===== src/rtl/note_sequencer.sv =====
// Step sequencer driving the saw oscillator's frequency word and gate from a programmable pattern.
// Define SEQ_LOOP_EN to repeat the pattern until stop instead of returning to IDLE at pattern end.
module note_sequencer #(
   parameter int unsigned STEPS     = 16,
   parameter int unsigned TICK_DIV  = 12000,
   parameter int unsigned GAP_TICKS = 2
) (
   input  logic                     clk12MHz,
   input  logic                     rst_n,
   input  logic                     wr_en,
   input  logic [$clog2(STEPS)-1:0] wr_addr,
   input  logic [15:0]              wr_freq,
   input  logic [7:0]               wr_dur,
   input  logic [$clog2(STEPS):0]   length,
   input  logic                     start,
   input  logic                     stop,
   output logic [15:0]              freq,
   output logic                     gate,
   output logic [$clog2(STEPS)-1:0] step_idx,
   output logic                     busy,
   output logic                     done
);

   localparam int unsigned LW = $clog2(STEPS);
   localparam int unsigned DW = (TICK_DIV > 1) ? $clog2(TICK_DIV) : 1;
   localparam logic [LW:0]   STEPS_W    = (LW+1)'(STEPS);
   localparam logic [DW-1:0] DIV_LAST   = DW'(TICK_DIV - 1);
   localparam logic [7:0]    GAP_LAST   = 8'(GAP_TICKS - 1);

   typedef enum logic [2:0] {IDLE, LOAD, NOTE, GAP, ADV} state_t;

   typedef struct packed {
      logic [15:0] freq;
      logic [7:0]  dur;
   } slot_t;

   slot_t mem [STEPS];

   state_t        state_q, state_d;
   logic [DW-1:0] div_q, div_d;
   logic [7:0]    tcnt_q, tcnt_d;
   logic [7:0]    dur_q, dur_d;
   logic [LW:0]   len_q, len_d;
   logic [15:0]   freq_d;
   logic          gate_d;
   logic [LW-1:0] step_d;
   logic          busy_d;
   logic          done_d;

   slot_t         rd_slot_c;
   logic          tick_c;
   logic          last_c;

   assign rd_slot_c = mem[step_idx];
   assign tick_c    = (div_q == DIV_LAST);
   assign last_c    = ((LW+1)'(step_idx) == (len_q - (LW+1)'(1)));

   // Pattern memory: not reset, writable in any state
   always_ff @(posedge clk12MHz) begin
      if (wr_en) mem[wr_addr] <= slot_t'({wr_freq, wr_dur});
   end

   // Next-state and next-output logic
   always_comb begin
      state_d = state_q;
      div_d   = '0;
      tcnt_d  = tcnt_q;
      dur_d   = dur_q;
      len_d   = len_q;
      freq_d  = freq;
      gate_d  = gate;
      step_d  = step_idx;
      done_d  = 1'b0;

      case (state_q)
         IDLE: begin
            if (start && (length != '0)) begin
               len_d   = (length > STEPS_W) ? STEPS_W : length;
               step_d  = '0;
               state_d = LOAD;
            end
         end
         LOAD: begin
            tcnt_d = '0;
            if (rd_slot_c.dur == 8'd0) begin
               done_d  = last_c;
               state_d = ADV;
            end else begin
               freq_d  = rd_slot_c.freq;
               gate_d  = (rd_slot_c.freq != 16'd0);
               dur_d   = rd_slot_c.dur;
               state_d = NOTE;
            end
         end
         NOTE: begin
            div_d = tick_c ? '0 : div_q + DW'(1);
            if (tick_c) begin
               if (tcnt_q == dur_q - 8'd1) begin
                  tcnt_d  = '0;
                  gate_d  = 1'b0;
                  state_d = GAP;
               end else begin
                  tcnt_d = tcnt_q + 8'd1;
               end
            end
         end
         GAP: begin
            div_d = tick_c ? '0 : div_q + DW'(1);
            if (tick_c) begin
               if (tcnt_q == GAP_LAST) begin
                  tcnt_d  = '0;
                  done_d  = last_c;
                  state_d = ADV;
               end else begin
                  tcnt_d = tcnt_q + 8'd1;
               end
            end
         end
         ADV: begin
            if (last_c) begin
`ifdef SEQ_LOOP_EN
               step_d  = '0;
               state_d = LOAD;
`else
               step_d  = '0;
               freq_d  = 16'd0;
               gate_d  = 1'b0;
               state_d = IDLE;
`endif
            end else begin
               step_d  = step_idx + LW'(1);
               state_d = LOAD;
            end
         end
         default: state_d = IDLE;
      endcase

      // Abort overrides everything, including a pending end-of-pattern pulse
      if (stop) begin
         state_d = IDLE;
         div_d   = '0;
         tcnt_d  = '0;
         freq_d  = 16'd0;
         gate_d  = 1'b0;
         step_d  = '0;
         done_d  = 1'b0;
      end

      busy_d = (state_d != IDLE);
   end

   always_ff @(posedge clk12MHz or negedge rst_n) begin
      if (!rst_n) begin
         state_q  <= IDLE;
         div_q    <= '0;
         tcnt_q   <= '0;
         dur_q    <= '0;
         len_q    <= '0;
         freq     <= '0;
         gate     <= 1'b0;
         step_idx <= '0;
         busy     <= 1'b0;
         done     <= 1'b0;
      end else begin
         state_q  <= state_d;
         div_q    <= div_d;
         tcnt_q   <= tcnt_d;
         dur_q    <= dur_d;
         len_q    <= len_d;
         freq     <= freq_d;
         gate     <= gate_d;
         step_idx <= step_d;
         busy     <= busy_d;
         done     <= done_d;
      end
   end

endmodule


===== config.mk =====
export PLATFORM = sky130hd
export DESIGN_NAME = note_sequencer
export DESIGN_NICKNAME = d
export VERILOG_FILES = /design/src/rtl/note_sequencer.sv
export SDC_FILE = /design/constraint.sdc
export NUM_CORES = 1
export LEC_CHECK = 0
export CAP_MARGIN = 20
export CORE_ASPECT_RATIO = 1.4
export CORE_MARGIN = 2
export CORE_UTILIZATION = 50
export DETAILED_ROUTE_END_ITERATION = 8
export PLACE_DENSITY = 0.75
export SYNTH_ARGS = -nofsm -noshare
export SYNTH_HDL_FRONTEND = slang
export SYNTH_SLANG_ARGS = --single-unit
export TNS_END_PERCENT = 30

===== constraint.sdc =====
create_clock -name clk12MHz -period 3.2 [get_ports clk12MHz]
set_clock_uncertainty 0.15 [all_clocks]
set_input_delay 0.64 -clock clk12MHz [delete_from_list [all_inputs] [get_ports clk12MHz]]
set_output_delay 0.64 -clock clk12MHz [all_outputs]
set_load 0.1 [all_outputs]

### Word-level counts from Yosys, hierarchy flattened

Memory sizes are Yosys's and may differ from the RTL's.
Index checks and enable logic that the tools add are counted.
W data, S select, Z words.

| storage, ports and cells | value |
|---|---|
| flip-flop bits (word level) | 61 |
| bits in latches | 0 |
| memory bits (writable) | 384 |
| ROM bits | 0 |
| input bits | 38 |
| memories kept | 1 |

| cells by class | value |
|---|---|
| add/subtract/negate cells | 5 |
| $mul | 0 |
| divide/modulo/power cells | 0 |
| $lt $le $gt $ge | 1 |
| equal/unequal tests | 14 |
| shifts and indexed selects | 0 |
| mux-type cells | 40 |
| bitwise gates (word level) | 1 |
| reductions and logical operators | 17 |

Memories:

| name | depth | bits a word | rd ports | clocked after memory_dff | wr ports | RTL line | source |
|---|---|---|---|---|---|---|---|
| mem | 16 | 24 | 1 | 0 | 1 | 37 | `slot_t mem [STEPS];` |

Operator list:

| cell | count |
|---|---|
| $mux W16 | 3 |
| $mux W14 | 3 |
| $mux W8 | 5 |
| $pmux W16 S2 | 1 |
| $pmux W8 S3 | 1 |
| $mux W3 | 7 |
| $ne A3 B3 Y1 const B | 6 |
| $reduce_bool A16 Y1 | 1 |
| $pmux W3 S5 | 1 |
| $add A14 B1 Y14 const B | 1 |
| $eq A14 B14 Y1 const B | 1 |
| $mux W1 | 12 |
| $mux W4 | 3 |
| $reduce_bool A3 Y1 | 3 |
| $add A8 B1 Y8 const B | 1 |
| $eq A8 B1 Y1 const B | 1 |
| $eq A8 B8 Y1 | 1 |
| $logic_not A8 Y1 | 1 |
| $pmux W4 S2 | 1 |
| $reduce_bool A4 Y1 | 2 |
| $sub A8 B1 Y8 const B | 1 |
| $eq A3 B2 Y1 const B | 2 |
| $reduce_and A2 Y1 | 3 |
| $reduce_and A3 Y1 | 2 |
| 15 further kinds | 15 |

### Depth between registers and ports, before layout

| depth | value |
|---|---|
| depth in word-level cells | 7 |
| gate-level depth with buffers | 12 |
| mapped depth without buffers | 9 |

### Worst setup path after synthesis

Ideal clock, no wire load.

| path | value |
|---|---|
| path type | reg2reg |
| from | reg step_idx[1] |
| to | reg gate |
| setup time | 126 ps |
| arrival time | 3325 ps |
| required time | 2924 ps |
| slack | -400 ps |
| stages on the path, launching flop included | 12 |
| path buffers | 4 |
| period minus slack after synthesis | 3600 ps |
| cell sequence | dfrtp_1 buf_6 buf_6 buf_2 clkbuf_1 mux4_2 a22oi_1 nand2_1 nor4_1 nand4_1 and3b_1 mux2_2 |

| between the ends | value |
|---|---|
| word-level cells in the longest chain between the ends | 5 |
| elaborated cells between the ends (all ways) | 10 |
| those cells by class | eq/ne: 3; mux: 3; reduce/logical: 3; memory: 1 |

RTL lines:

| what | RTL line | source |
|---|---|---|
| start: declaration | 19 | `output logic [$clog2(STEPS)-1:0] step_idx,` |
| start signal: assignment | 172 | `step_idx <= step_d;` |
| $mem_v2 Z16 W24 | n/a |  |
| $reduce_bool A16 Y1 | 90 | `gate_d = (rd_slot_c.freq != 16'd0);` |
| $mux W1 | 85 | `if (rd_slot_c.dur == 8'd0) begin` |
| $pmux W1 S3 | 75 | `case (state_q)` |
| $mux W1 | 139 | `if (stop) begin` |
| end signal: assignment | 171 | `gate <= gate_d;` |
| end: declaration | 18 | `output logic gate,` |

Parallel ways exist; a longest one is shown, timed or not. The select of a mux whose other input is x is not followed.
A chain may end at the register's enable or synchronous reset.

### Worst setup path after layout

| path | value |
|---|---|
| from | reg step_idx[0] |
| to | reg gate |

Same word-level chain as after synthesis.

==> impl_metrics.env <==
export IMPL_syn_area_per_cell_sq_um=18.6
export IMPL_setup_violations=0
export IMPL_rows=82
export IMPL_start_util_pct=50.6
export IMPL_clk_pin_slew_ps=60
export IMPL_arrival_ps=3410
export IMPL_end_kind="register"
export IMPL_first_iter_violations=945
export IMPL_first_global_vias=9856
export IMPL_powerDensity_nw_per_um2=572
export IMPL_cts_sink_count=445
export IMPL_dp_cells=1496
export IMPL_fill_cells=2495
export IMPL_startpoint="step_idx[0]"
export IMPL_area_delta_synth_final_pct=16.8
export IMPL_p_leak_nw=6.86
export IMPL_seq_area_sq_um=13100
export IMPL_die_h_microns=229
export IMPL_maxCapViolCount=0
export IMPL_hold_start="div_q[0]"
export IMPL_grt_max_degree=54
export IMPL_post_drt_wl_per_cell_microns=24.7
export IMPL_power_w=0.0120
export IMPL_slowest_stage="mux4_1"
export IMPL_slowest_delay_ps=560
export IMPL_grt_overflow=0
export IMPL_final_period_utilization_pct=98.0
export IMPL_die_w_microns=164
export IMPL_gr_usage_met2_pct=37.6
export IMPL_use_met3_pct=3.07
export IMPL_crit_chain="buf_12 > mux4_1 > a22oi_1 > nand2_1 > nor4_4 > buf_4 > nand4_1 > o31ai_1 > mux2_2"
export IMPL_synth_top_cell_by_area="edfxtp_1"
export IMPL_netlist_area_sq_um=18000
export IMPL_reg2reg_slack_ps=60
export IMPL_clockBufferDepth=3
export IMPL_hold_viol=0
export IMPL_cts_tree="done"
export IMPL_numPortBuffers=60
export IMPL_layout_nets=1123
export IMPL_ys_top_cells_by_count="384 x edfxtp_1, 88 x mux4_2, 61 x dfrtp_1"
export IMPL_synth_flop_cell="edfxtp_1"
export IMPL_met1_usage_pct=27.0
export IMPL_ctsRootBufferMaster="clkbuf_16"
export IMPL_busiest_layer="met2"
export IMPL_totalWireLength_microns=38900
export IMPL_vias_per_cell=5.96
export IMPL_netlist_area_leader_share_pct=64.0
export IMPL_ant_nets=0
export IMPL_seq_area_frac_synth_pct=72.5
export IMPL_synth_cell_types=57
export IMPL_min_period_ps=3140
export IMPL_firstDrtPassIters=5
export IMPL_rsz0062_at_grt="yes"
export IMPL_ir_drop_mv=0.443
export IMPL_antenna_found_initial=0
export IMPL_path_delay_family="multiplexers"
export IMPL_crit_buf_inv=2
export IMPL_fin_cells=1574
export IMPL_start_kind="register"
export IMPL_path_max_fanout=14
export IMPL_post_synth_top_count_cell="edfxtp_1"
export IMPL_worst_pin_slew_ps=698
export IMPL_max_slew_margin_rel_pct=53.0
export IMPL_r2r_start="step_idx[0]"
export IMPL_synth_edf_count=384
export IMPL_grt_pass1_wl_microns=59100
export IMPL_drive_gt1_share_pct=24.3
export IMPL_hp_class="reg2reg"
export IMPL_vias=9382
export IMPL_critPathRequiredTime_ps=3470
export IMPL_n_antenna_cell=0
export IMPL_die_area_sq_um=37600
export IMPL_grt_usage_pct=21.3
export IMPL_cts_buffers=41
export IMPL_multi_input_area_sq_um=4750
export IMPL_yosysWarnings=0
export IMPL_core_sq_um=35600
export IMPL_synthCells=967
export IMPL_syn_nets=1011
export IMPL_maxSlewViolCount=0
export IMPL_clock_latency_ps=550
export IMPL_ios=61
export IMPL_htreeDepth=2
export IMPL_ys_ff_latch=445
export IMPL_fmax_mhz=319
export IMPL_place_congestion=0.812
export IMPL_drc=0
export IMPL_hpwlAfterDp_microns=22800
export IMPL_synth_top_cells_by_area="edfxtp_1 64%, mux4_2 11%, dfrtp_1 8.5%"
export IMPL_path_class="reg2reg"
export IMPL_status="finished, final reports clean"
export IMPL_async_reset_ff_share_pct=13.7
[final timing paths]
kind	to	depth (start not counted)
worst max-delay path	gate	9
worst min-delay path	div_q[0]	1
worst max register to register	gate	9
worst min register to register	div_q[0]	1
max in group asynchronous	step_idx[0]	3
min in group asynchronous	tcnt_q[2]	2
[state kept, by name, summed over array words and instances, names as in the netlist]
register	cells
busy	1
div_q	14
done	1
dur_q	8
freq	16
gate	1
len_q	5
mem	384
state_q	3
step_idx	4
tcnt_q	8
[routing by layer]
metal | vias to the layer above | routed length [microns]
li1 | 4104 | -
met1 | 4850 | 14800
met2 | 352 | 20700
met3 | 76 | 2310
met4 | 0 | 1090
met5 | - | 0
[stage by stage]
stage	hold WS (ps)	setup WS [ps]	setup TNS, ps	utilization, %	area, sq um
after floorplan	194	-114	-578	-	18000
after global placement	336	-292	-292	55.1	19600
after detailed placement	352	-307	-307	55.1	19600
after CTS	361	45.5	0	59.0	21000
after global routing	396	-98.8	-133	59.1	21000
final	355	63.8	0	59.1	21000
[report_power, final]
part	leakage [nW]	total (W)	internal, W	switching (W)
logic	1.93	0.000657	0.000246	0.000411
clock network	0.644	0.00482	0.00275	0.00207
registers	4.28	0.00655	0.00646	0.0000900
[worst reg2reg max path, delay by kind of cell (launching register included)]
family,cells,cell delay [ps]
muxes,2,940
and+or+nand+nor,3,730
DFF,1,460
AOI/OAI and AO/OA,2,390
buffers and inverters,2,360
[repair_timing]
action	CTS	global route
endpoints found under the hold margin	25	0
endpoints found under the setup margin	1	8
hold buffers	1	0
pin swaps	0	1
gates resized for setup	3	7
cloned	0	0
setup buffers	1	0
[cells by family after synthesis]
kind of cell | share of synthesized area (%)
adders and majority gates | 0.417
AOI/OAI and AO/OA | 3.75
and+or+nand+nor | 6.25
buffers and inverters | 1.95
muxes | 13.7
xor gates and xnor gates | 1.36
DFF | 72.5
[layout by cell type (no fill, tap or decap), drive strengths merged, types with 4 or more instances in the layout]
cell type and n:
edfxtp 384, mux4 96, buf 75, dfrtp 61
nand2 57, clkbuf 56, nor2 39, clkdlybuf4s50 36
a22oi 34, nand2b 31, mux2i 18, xor2 16
o21ai 16, a21oi 14, nor3 14, inv 13
xnor2 12, clkinv 12, o22ai 11, nor2b 11
nand3 11, nor4 10, mux2 9, and2 7
nand4 6, and3 6, nand3b 6, ha 6
a31oi 5, o31ai 4, or2 4
[final cells by class]
cell class,count,area share [%]
inverter,11,0.196
sequential,445,62.1
tap,462,2.75
multi-input combinational,468,22.6
clock buffer,56,5.39
clock inverter,20,0.922
timing repair buffer,112,6.04
Note: power is estimated with default switching activity, not from simulation.
